--- config.mk ---
export PLATFORM = sky130hd
export DESIGN_NAME = pipe_stage_elastic
export DESIGN_NICKNAME = d
export VERILOG_FILES = /design/src/rtl/pipe_pkg.sv /design/src/rtl/pipe_entry.sv /design/src/rtl/pipe_stage_elastic.sv
export SDC_FILE = /design/constraint.sdc
export NUM_CORES = 1
export LEC_CHECK = 0
export BUFFER_PORTS_ARGS = -buffer_cell sky130_fd_sc_hd__buf_2
export CAP_MARGIN = 10
export CORE_MARGIN = 5
export CORE_UTILIZATION = 45
export CTS_CLUSTER_SIZE = 8
export DETAILED_ROUTE_END_ITERATION = 10
export PLACE_DENSITY = 0.71
export SLEW_MARGIN = 20
export SYNTH_ARGS = -nofsm -noshare
export SYNTH_HDL_FRONTEND = slang
export SYNTH_SLANG_ARGS = --single-unit
export TNS_END_PERCENT = 50
--- constraint.sdc ---
create_clock -name clk -period 2 [get_ports clk]
set_clock_uncertainty 0.2 [all_clocks]
set_input_delay 0.4 -clock clk [delete_from_list [all_inputs] [get_ports clk]]
set_output_delay 0.4 -clock clk [all_outputs]
set_load 0.05 [all_outputs]
--- src/rtl/pipe_pkg.sv ---
// -----------------------------------------------------------------------------
// pipe_pkg
// Shared definitions for the elastic inter-stage registers of the pipelined
// RV32I core.
//   - pipe_state_t : occupancy state of one elastic stage (EMPTY/ONE/TWO)
//   - XLEN, REG_AW : RV32 datapath and register-address widths
//   - <STAGE>_CTRL_W / <STAGE>_DATA_W : field widths for each stage instance
//   - stage_occupied / stage_accepts : occupancy-to-handshake helpers
// -----------------------------------------------------------------------------
package pipe_pkg;

    // Occupancy of a stage: number of payloads currently held.
    typedef enum logic [1:0] {
        EMPTY = 2'b00,
        ONE   = 2'b01,
        TWO   = 2'b10
    } pipe_state_t;

    localparam int XLEN   = 32;
    localparam int REG_AW = 5;

    // IF/ID: no control bits are produced yet; a single spare bit keeps the
    // ctrl vector non-empty. Data = Instr, PC, PCPlus4.
    localparam int IF_ID_CTRL_W  = 1;
    localparam int IF_ID_DATA_W  = 3 * XLEN;

    // ID/EX: RegWrite, ResultSrc[1:0], MemWrite, Jump, Branch, ALUSrc,
    // ALUControl[2:0]. Data = RD1, RD2, PC, ImmExt, PCPlus4, Rd.
    localparam int ID_EX_CTRL_W  = 10;
    localparam int ID_EX_DATA_W  = 5 * XLEN + REG_AW;

    // EX/MEM: RegWrite, ResultSrc[1:0], MemWrite.
    // Data = ALUResult, WriteData, PCPlus4, Rd.
    localparam int EX_MEM_CTRL_W = 4;
    localparam int EX_MEM_DATA_W = 3 * XLEN + REG_AW;

    // MEM/WB: RegWrite, ResultSrc[1:0]. Data = ALUResult, ReadData, PCPlus4, Rd.
    localparam int MEM_WB_CTRL_W = 3;
    localparam int MEM_WB_DATA_W = 3 * XLEN + REG_AW;

    // A stage presents a payload downstream whenever it holds at least one.
    function automatic logic stage_occupied(input pipe_state_t st);
        logic occ;
        case (st)
            EMPTY:   occ = 1'b0;
            ONE:     occ = 1'b1;
            TWO:     occ = 1'b1;
            default: occ = 1'b0;
        endcase
        return occ;
    endfunction

    // A stage can take a new payload as long as the skid entry is free.
    function automatic logic stage_accepts(input pipe_state_t st);
        logic acc;
        case (st)
            EMPTY:   acc = 1'b1;
            ONE:     acc = 1'b1;
            TWO:     acc = 1'b0;
            default: acc = 1'b1;
        endcase
        return acc;
    endfunction

endpackage

--- src/rtl/pipe_entry.sv ---
// -----------------------------------------------------------------------------
// pipe_entry
// One payload slot (control + data) of an elastic pipeline stage.
// Ports:
//   clk, rst    : rising-edge clock, synchronous active-high reset (clears all)
//   load        : capture d_ctrl/d_data
//   ctrl_clear  : zero the control field only (bubble); data is kept
//   d_ctrl/d_data : next payload
//   q_ctrl/q_data : stored payload
// load has priority over ctrl_clear; the parent never asserts both.
// -----------------------------------------------------------------------------
module pipe_entry
    import pipe_pkg::*;
#(
    parameter int CTRL_W = 4,
    parameter int DATA_W = 101
) (
    input  logic              clk,
    input  logic              rst,
    input  logic              load,
    input  logic              ctrl_clear,
    input  logic [CTRL_W-1:0] d_ctrl,
    input  logic [DATA_W-1:0] d_data,
    output logic [CTRL_W-1:0] q_ctrl,
    output logic [DATA_W-1:0] q_data
);

    logic [CTRL_W-1:0] ctrl_r;
    logic [DATA_W-1:0] data_r;

    // Control field: reset and bubble both force it to zero.
    always_ff @(posedge clk) begin
        if (rst) begin
            ctrl_r <= {CTRL_W{1'b0}};
        end else if (load) begin
            ctrl_r <= d_ctrl;
        end else if (ctrl_clear) begin
            ctrl_r <= {CTRL_W{1'b0}};
        end else begin
            ctrl_r <= ctrl_r;
        end
    end

    // Data field: only reset clears it, bubbles leave the last value in place.
    always_ff @(posedge clk) begin
        if (rst) begin
            data_r <= {DATA_W{1'b0}};
        end else if (load) begin
            data_r <= d_data;
        end else begin
            data_r <= data_r;
        end
    end

    assign q_ctrl = ctrl_r;
    assign q_data = data_r;

endmodule

--- src/rtl/pipe_stage_elastic.sv ---
// -----------------------------------------------------------------------------
// pipe_stage_elastic
// Elastic inter-stage register with a 2-entry skid buffer, so in_ready is a
// flop and never a combinational function of out_ready.
// Ports:
//   clk, rst              : rising-edge clock, synchronous active-high reset
//   in_valid/in_ready     : upstream handshake (in_ready registered)
//   in_ctrl/in_data       : upstream payload
//   flush                 : drop held entries and the current input beat
//   out_valid/out_ready   : downstream handshake (out_valid registered)
//   out_ctrl/out_data     : downstream payload (ctrl is 0 while out_valid=0,
//                           data holds its last value)
//   stall_cnt             : saturating count of out_valid & !out_ready cycles
// The main entry always drives the outputs; the skid entry catches the one
// beat that can arrive while the downstream is stalled.
// -----------------------------------------------------------------------------
module pipe_stage_elastic
    import pipe_pkg::*;
#(
    parameter int CTRL_W = 4,
    parameter int DATA_W = 101,
    parameter int CNT_W  = 16
) (
    input  logic              clk,
    input  logic              rst,
    input  logic              in_valid,
    output logic              in_ready,
    input  logic [CTRL_W-1:0] in_ctrl,
    input  logic [DATA_W-1:0] in_data,
    input  logic              flush,
    output logic              out_valid,
    input  logic              out_ready,
    output logic [CTRL_W-1:0] out_ctrl,
    output logic [DATA_W-1:0] out_data,
    output logic [CNT_W-1:0]  stall_cnt
);

    pipe_state_t       state_r;
    pipe_state_t       next_state_s;
    logic              in_ready_r;
    logic              out_valid_r;
    logic [CNT_W-1:0]  stall_cnt_r;

    logic              acc_s;
    logic              emi_s;
    logic              main_load_s;
    logic              main_from_skid_s;
    logic              main_clr_s;
    logic              skid_load_s;
    logic              skid_clr_s;

    logic [CTRL_W-1:0] main_d_ctrl_s;
    logic [DATA_W-1:0] main_d_data_s;
    logic [CTRL_W-1:0] main_ctrl_s;
    logic [DATA_W-1:0] main_data_s;
    logic [CTRL_W-1:0] skid_ctrl_s;
    logic [DATA_W-1:0] skid_data_s;

    // Saturating +1 so a long stall does not wrap back to a small count.
    function automatic logic [CNT_W-1:0] sat_inc(input logic [CNT_W-1:0] v);
        logic [CNT_W-1:0] r;
        if (v == {CNT_W{1'b1}}) begin
            r = v;
        end else begin
            r = v + {{(CNT_W-1){1'b0}}, 1'b1};
        end
        return r;
    endfunction

    assign acc_s = in_valid & in_ready_r;
    assign emi_s = out_valid_r & out_ready;

    // Next-state and entry-control decode; flush overrides any handshake.
    always_comb begin
        next_state_s     = state_r;
        main_load_s      = 1'b0;
        main_from_skid_s = 1'b0;
        main_clr_s       = 1'b0;
        skid_load_s      = 1'b0;
        skid_clr_s       = 1'b0;
        if (flush) begin
            next_state_s = EMPTY;
            main_clr_s   = 1'b1;
            skid_clr_s   = 1'b1;
        end else begin
            case (state_r)
                EMPTY: begin
                    if (acc_s) begin
                        main_load_s  = 1'b1;
                        next_state_s = ONE;
                    end else begin
                        next_state_s = EMPTY;
                    end
                end
                ONE: begin
                    if (acc_s && emi_s) begin
                        main_load_s  = 1'b1;
                        next_state_s = ONE;
                    end else if (acc_s) begin
                        skid_load_s  = 1'b1;
                        next_state_s = TWO;
                    end else if (emi_s) begin
                        // Leaving a bubble behind: ctrl drops to zero.
                        main_clr_s   = 1'b1;
                        next_state_s = EMPTY;
                    end else begin
                        next_state_s = ONE;
                    end
                end
                TWO: begin
                    if (emi_s) begin
                        main_load_s      = 1'b1;
                        main_from_skid_s = 1'b1;
                        skid_clr_s       = 1'b1;
                        next_state_s     = ONE;
                    end else begin
                        next_state_s = TWO;
                    end
                end
                default: begin
                    next_state_s = EMPTY;
                    main_clr_s   = 1'b1;
                    skid_clr_s   = 1'b1;
                end
            endcase
        end
    end

    // Source of the main entry: the skid entry when draining, else upstream.
    always_comb begin
        main_d_ctrl_s = in_ctrl;
        main_d_data_s = in_data;
        if (main_from_skid_s) begin
            main_d_ctrl_s = skid_ctrl_s;
            main_d_data_s = skid_data_s;
        end else begin
            main_d_ctrl_s = in_ctrl;
            main_d_data_s = in_data;
        end
    end

    // State register plus handshake flops derived from the next state, so
    // both in_ready and out_valid come straight from flops.
    always_ff @(posedge clk) begin
        if (rst) begin
            state_r     <= EMPTY;
            in_ready_r  <= 1'b1;
            out_valid_r <= 1'b0;
        end else begin
            state_r     <= next_state_s;
            in_ready_r  <= stage_accepts(next_state_s);
            out_valid_r <= stage_occupied(next_state_s);
        end
    end

    // Back-pressure counter; flush leaves it alone, only reset clears it.
    always_ff @(posedge clk) begin
        if (rst) begin
            stall_cnt_r <= {CNT_W{1'b0}};
        end else if (out_valid_r && !out_ready) begin
            stall_cnt_r <= sat_inc(stall_cnt_r);
        end else begin
            stall_cnt_r <= stall_cnt_r;
        end
    end

    pipe_entry #(
        .CTRL_W(CTRL_W),
        .DATA_W(DATA_W)
    ) u_main (
        .clk       (clk),
        .rst       (rst),
        .load      (main_load_s),
        .ctrl_clear(main_clr_s),
        .d_ctrl    (main_d_ctrl_s),
        .d_data    (main_d_data_s),
        .q_ctrl    (main_ctrl_s),
        .q_data    (main_data_s)
    );

    pipe_entry #(
        .CTRL_W(CTRL_W),
        .DATA_W(DATA_W)
    ) u_skid (
        .clk       (clk),
        .rst       (rst),
        .load      (skid_load_s),
        .ctrl_clear(skid_clr_s),
        .d_ctrl    (in_ctrl),
        .d_data    (in_data),
        .q_ctrl    (skid_ctrl_s),
        .q_data    (skid_data_s)
    );

    assign in_ready  = in_ready_r;
    assign out_valid = out_valid_r;
    assign out_ctrl  = main_ctrl_s;
    assign out_data  = main_data_s;
    assign stall_cnt = stall_cnt_r;

endmodule

Yosys cells after proc, flatten, opt, wreduce, memory -nomap -nowiden
Cells that the tools add are included.
{"block": "word_totals", "register_bits": 230, "latch_bits": 0, "memories": 0, "rom_bits": 0, "out_inout_bits": 123, "mem_bits_rw": 0, "elab_cells": 58}
{"block": "classes", "reduce_logical": 10, "bitwise": 3, "add_sub_neg": 1, "mul": 0, "n_eq_ne": 5, "div_mod_pow": 0, "shifts": 0, "muxes": 31, "magnitude_cmp": 0}
{"operator": "101-bit 2-to-1 mux", "n": 1}
{"operator": "4-bit 2-to-1 mux", "n": 5}
{"operator": "1-bit 2-to-1 mux", "n": 17}
{"operator": "16-bit by 1-bit adder with 16-bit output (second input constant)", "n": 1}
{"operator": "16-bit equality test (second input constant)", "n": 1}
{"operator": "2-bit 2-to-1 mux", "n": 4}
{"operator": "2-bit case mux with 3 select lines", "n": 1}
{"operator": "2-bit OR reduction", "n": 3}
{"operator": "2-bit by 1-bit equality test with 1-bit output (second input constant)", "n": 2}
{"operator": "2-bit equality test (second input constant)", "n": 2}
{"operator": "1-bit case mux with 2 select lines", "n": 2}
{"operator": "2-bit nonzero test", "n": 2}
{"operator": "1-bit case mux with 3 select lines", "n": 1}
{"operator": "1-bit AND", "n": 2}
{"operator": "1-bit logical AND", "n": 2}
{"operator": "2-bit zero test", "n": 1}
{"operator": "2-bit AND reduction", "n": 1}
{"operator": "1-bit zero test", "n": 1}
{"operator": "1-bit NOT", "n": 1}

Depth between registers and ports, before layout
{"block": "logic_depth", "word_depth": 9, "ltp_mapped": 9}

By module
From an unflattened synthesis, not the netlist that was laid out.
{"block": "hier_totals", "cells_unflattened": 929, "area_unflattened_um2": 9853.2}
{"mod": "pipe_entry", "instances": 2, "cells_per_inst": 343, "area_per_inst_um2": 3766.1}
{"mod": "pipe_stage_elastic", "instances": 1, "cells_per_inst": 243, "area_per_inst_um2": 2321.0}

Least setup slack after synthesis
Ideal clock, no wire load.
{"block": "synth_timing", "path_type": "register to register", "startpoint": "register out_valid_r, in the netlist out_valid", "endpoint": "register u_main.data_r[29], in the netlist u_main.q_data[29]", "arrival_time_ps": 2144, "setup_ps": 147, "synth_period_minus_slack_ps": 2491, "t_required_ps": 1653, "stages_incl_launch_ff": 9, "slack_ps": -491, "n_path_buf": 2, "cell_sequence": "dfxtp_1 > nand2_1 > inv_1 > ha_1 > nand3b_1 > a31oi_2 > buf_2 > buf_1 > a311oi_2"}
{"block": "synth_via", "elab_chain_cells": 5, "elab_cells_between_ends": 9, "classes_between": "mux: 7; bitwise: 1; reduce/logical: 1"}
{"element": "start: declaration", "line_no": "pipe_stage_elastic.sv:41", "rtl": "logic out_valid_r;"}
{"element": "start signal: assignment", "line_no": "pipe_stage_elastic.sv:152", "rtl": "out_valid_r <= stage_occupied(next_state_s);"}
{"element": "1-bit AND *", "line_no": "pipe_stage_elastic.sv:71", "rtl": "assign emi_s = out_valid_r & out_ready;"}
{"element": "1-bit logical AND / 1-bit 2-to-1 mux (equally long branches)", "line_no": "pipe_stage_elastic.sv:96, pipe_stage_elastic.sv:111"}
{"element": "1-bit 2-to-1 mux, on equally long branches", "line_no": "pipe_stage_elastic.sv:96, pipe_stage_elastic.sv:86"}
{"element": "1-bit case mux with 3 select lines / 1-bit 2-to-1 mux (equally long branches)", "line_no": "pipe_stage_elastic.sv:86, pipe_stage_elastic.sv:81"}
{"element": "1-bit 2-to-1 mux / 101-bit 2-to-1 mux (equally long branches)", "line_no": "pipe_stage_elastic.sv:81, pipe_stage_elastic.sv:133"}
{"element": "end signal: assignment", "line_no": "pipe_entry.sv:47", "rtl": "data_r <= {DATA_W{1'b0}};"}
{"element": "end signal: assignment", "line_no": "pipe_entry.sv:49", "rtl": "data_r <= d_data;"}
{"element": "end signal: assignment", "line_no": "pipe_entry.sv:51", "rtl": "data_r <= data_r;"}
{"element": "end: declaration", "line_no": "pipe_entry.sv:29", "rtl": "logic [DATA_W-1:0] data_r;"}
Every way passes the cells marked *; elsewhere a longest branch is shown, timed or not.
A chain may end at the register's enable or synchronous reset.

Worst setup path after layout
{"block": "layout_timing", "startpoint": "register in_ready_r, in the netlist in_ready", "endpoint": "register u_main.data_r[20], in the netlist u_main.q_data[20]"}
{"block": "layout_via", "elab_chain_cells": 5, "elab_cells_between_ends": 6, "classes_between": "mux: 4; bitwise: 1; reduce/logical: 1"}
{"element": "start: declaration", "line_no": "pipe_stage_elastic.sv:40", "rtl": "logic in_ready_r;"}
{"element": "start signal: assignment", "line_no": "pipe_stage_elastic.sv:151", "rtl": "in_ready_r <= stage_accepts(next_state_s);"}
{"element": "1-bit AND *", "line_no": "pipe_stage_elastic.sv:70", "rtl": "assign acc_s = in_valid & in_ready_r;"}
{"element": "1-bit logical AND", "line_no": "pipe_stage_elastic.sv:96", "rtl": "if (acc_s && emi_s) begin"}
{"element": "1-bit 2-to-1 mux", "line_no": "pipe_stage_elastic.sv:96"}
{"element": "1-bit case mux with 3 select lines *", "line_no": "pipe_stage_elastic.sv:86", "rtl": "case (state_r)"}
{"element": "1-bit 2-to-1 mux *", "line_no": "pipe_stage_elastic.sv:81", "rtl": "if (flush) begin"}
Marks and branches as above.

==> run_results.csv <==
group,metric,value,unit
timing,timing.final.crit_period,2070,ps
drt,vias_per_cell,5.34,
synthesis,synth_edf_count,0,
cells_and_area,final_common_cell,"nand2_1",
power,peakVddDrop,0.618,mV
clock_network,cts_max_path_buffers,3,
drt,drt-pass1-iter-count,6,
clock_network,cts_root_buf,"clkbuf_16",
critical_path,path_max_fanout,12,
critical_path,crit_arrival,2260,ps
power,power.total,0.0119,W
power,swShare,26.6,%
grt,grt_use_total,22.2,%
drt,wl,30.0,mm
synthesis,ys_types,52,
synthesis,synth_flop_cell,"dfxtp_1",
grt,gr-total-overflow,0,
timing,slew_headroom,68.9,%
synthesis,synth_top_cell_by_area,"dfxtp_1",
flow_run,cap_violations,0,
timing,rsz0062_at_grt,"true",
clock_network,htree_levels,2,
floorplan,core_area,20300,sq um
cells_and_area,nNetsFinal,1651,
floorplan,dieArea,23600,sq um
power,p_int,0.00873,W
floorplan,io-pin-count,233,
drt,final_antenna_net_count,0,
critical_path,cp.required,2190,ps
synthesis,ys_ff_latch,230,
timing,worst_pin_slew,467,ps
synthesis,yosysTopAreaCellShare,49.6,%
synthesis,netlist_instances,1159,
power,p_per_area,850,nW/um^2
min_path,hp-class,"input pin to register",
timing,hold_viol_final,0,
power,power_frac_clock,43.2,%
drt,drt-initial-drc-count,592,
cells_and_area,final_cell_mix,"nand2_1, buf_2, dfxtp_1",
power,p_leak,5.75,nW
synthesis,synthTopCellsByArea,"dfxtp_1, nand2_1, a311oi_1, a21oi_1, nor2_1",
floorplan,initial_core_util,45.8,%
synthesis,synth_warnings,0,
synthesis,ys_seq_area_share,49.6,%
clock_network,cts_tree,"built",
outcome,violations,"negative setup slack",
placed_design,hpwl,16.8,mm
grt,grt_antenna_before_repair,4,
timing,drv_slew,0,
synthesis,avgSynthCellArea,8.01,sq um
clock_network,cts_buffers,34,
power,seq_power_share,41.1,%
drt,via_count,9700,
timing,max_freq,483,MHz
grt,grt_max_degree,93,
cells_and_area,nFillCells,1577,
placed_design,io_buffers,232,
clock_network,clk_pin_slew,50,ps
floorplan,row_count,52,
drt,drc,0,
synthesis,syn_nets,1273,
critical_path,worst_setup_path_end_kind,"register",
clock_network,worst_skew_pair.late_latency,490,ps
cells_and_area,final_util,68.9,%
timing,worst_slack,-71.2,ps
timing,setup_viol,64,
timing,final.setup.tns,-1630,ps
outcome,status,"finished, violations left",
critical_path,startpoint_type,"register",
cells_and_area,syn2layout_area_growth,50.5,%
drt,wire_per_inst,16.5,um
power,switchingPower,0.00316,W
placed_design,post-place-ws,-230,ps
power,combPwrFrac,15.6,%
cells_and_area,final_cell_area,14000,sq um
synthesis,netlist_area,9290,sq um
timing,fin_crit_sh,104,%
grt,grt_pass1_vias,9044,
floorplan,fp.dieH,154,um
clock_network,clock-sinks,230,
cells_and_area,drive_above_1_share,30.1,%
critical_path,critPathKind,"register to register",
grt,grt_pass1_wl,44.6,mm
placed_design,globalplace.congestion,0.818,
floorplan,die_w,154,um
synthesis,async_reset_ff_share,0,%
placed_design,placed_area,11200,sq um
## through the flow
stage | instances | hold slack, ps
2_1_floorplan | 1159 | 236
3_3_place_gp | 1634 | 242
3_5_place_dp | 1634 | 247
4_1_cts | 1784 | 11.3
5_1_grt | 1816 | 20.1
6_report | 1816 | 22.9
## critical path, cell delays in order (launching register included)
cell       delay (ps)
dfxtp_4           340
and2_4            150
ha_4              150
nand3b_1          140
a31oi_4           120
buf_4             160
clkbuf_16         160
clkbuf_16         170
buf_4             140
a311oi_2          220
## power by group through the flow
stage | clock [W] | combinational, W | sequential, W
3_5_place_dp | 0 | 0.00148 | 0.00496
6_report | 0.00514 | 0.00186 | 0.00489
5_1_grt | 0.00542 | 0.00197 | 0.00490
2_1_floorplan | 0 | 0.000462 | 0.00548
3_3_place_gp | 0 | 0.00146 | 0.00496
4_1_cts | 0.00523 | 0.00167 | 0.00488
## cells in the mapped netlist, drive strengths merged, types with 2 or more instances
master   count
nand2      408
dfxtp      230
nor2       120
a21oi      109
a311oi     100
clkbuf      56
buf         39
inv          9
mux2i        7
o21ai        6
nand3        5
a22oi        4
ha           4
o22ai        4
o31ai        4
or4          4
a211oi       3
a21o         3
a31oi        3
and3         3
nand4        3
nor2b        3
nor4         3
or3          3
mux2         2
nand2b       2
nand3b       2
nand4bb      2
nor3         2
## routing by layer
metal / wire (um) / track usage, % / part of all wire [%] / up-vias
met1: 12400 / 28.4 / 41 / 4575
met5: 7 / 0 / 0.023 / -
li1: - / - / - / 4707
met4: 807 / 7.36 / 2.7 / 2
met3: 2060 / 4.61 / 6.9 / 63
met2: 14700 / 37.5 / 49 / 353
## area by class of cell
class	count	area (sq um)	share of cell area, %
clock buffers	42	945	6.76
inverters	9	33.8	0.242
flip-flops and latches	230	4630	33.1
well taps	270	338	2.42
multi-input cells	825	4570	32.7
diodes	3	7.51	0.0537
repair buffers	437	3460	24.7
## flip-flops by register name, summed over array words and instances, names as in the netlist
name / flops
in_ready: 1
out_valid: 1
stall_cnt: 16
state_r: 2
u_main.q_ctrl: 4
u_main.q_data: 101
u_skid.q_ctrl: 4
u_skid.q_data: 101
## worst paths after layout
kind / cells past startpoint / slack (ps) / startpoint / endpoint
setup / recovery: 9 / -70 / in_ready$_SDFF_PP1_ / u_main.q_data[20]$_SDFFE_PP0P_
setup reg to reg: 9 / -70 / in_ready$_SDFF_PP1_ / u_main.q_data[20]$_SDFFE_PP0P_
hold reg to reg: 2 / 250 / u_main.q_ctrl[3]$_SDFFE_PP0P_ / u_main.q_ctrl[3]$_SDFFE_PP0P_
hold / removal: 2 / 20 / rst / stall_cnt[0]$_SDFFE_PP0P_
## cell families (layout without fill, tap and decap cells)
family	Yosys count	in the layout	share of synthesized area (%)
XOR/XNOR	1	1	0.0943
AO/OA/AOI/OAI	243	243	18.9
adder cells (fa/ha/maj)	4	4	0.539
other	0	3	0
buffers and inverters	104	488	5.40
multiplexers	9	9	0.997
AND/OR/NAND/NOR	568	568	24.5
flip-flops	230	230	49.6
## timing repair
action / in CTS / in global routing
resized for setup: 2 / 74
hold buffers: 105 / 0
buffers inserted: 1 / 20
gates cloned: 2 / 9
pin swaps: 7 / 23
endpoints found under the setup margin: 50 / 155
hold endpoints to repair: 187 / 0
Power figures use the tool's default switching activity.
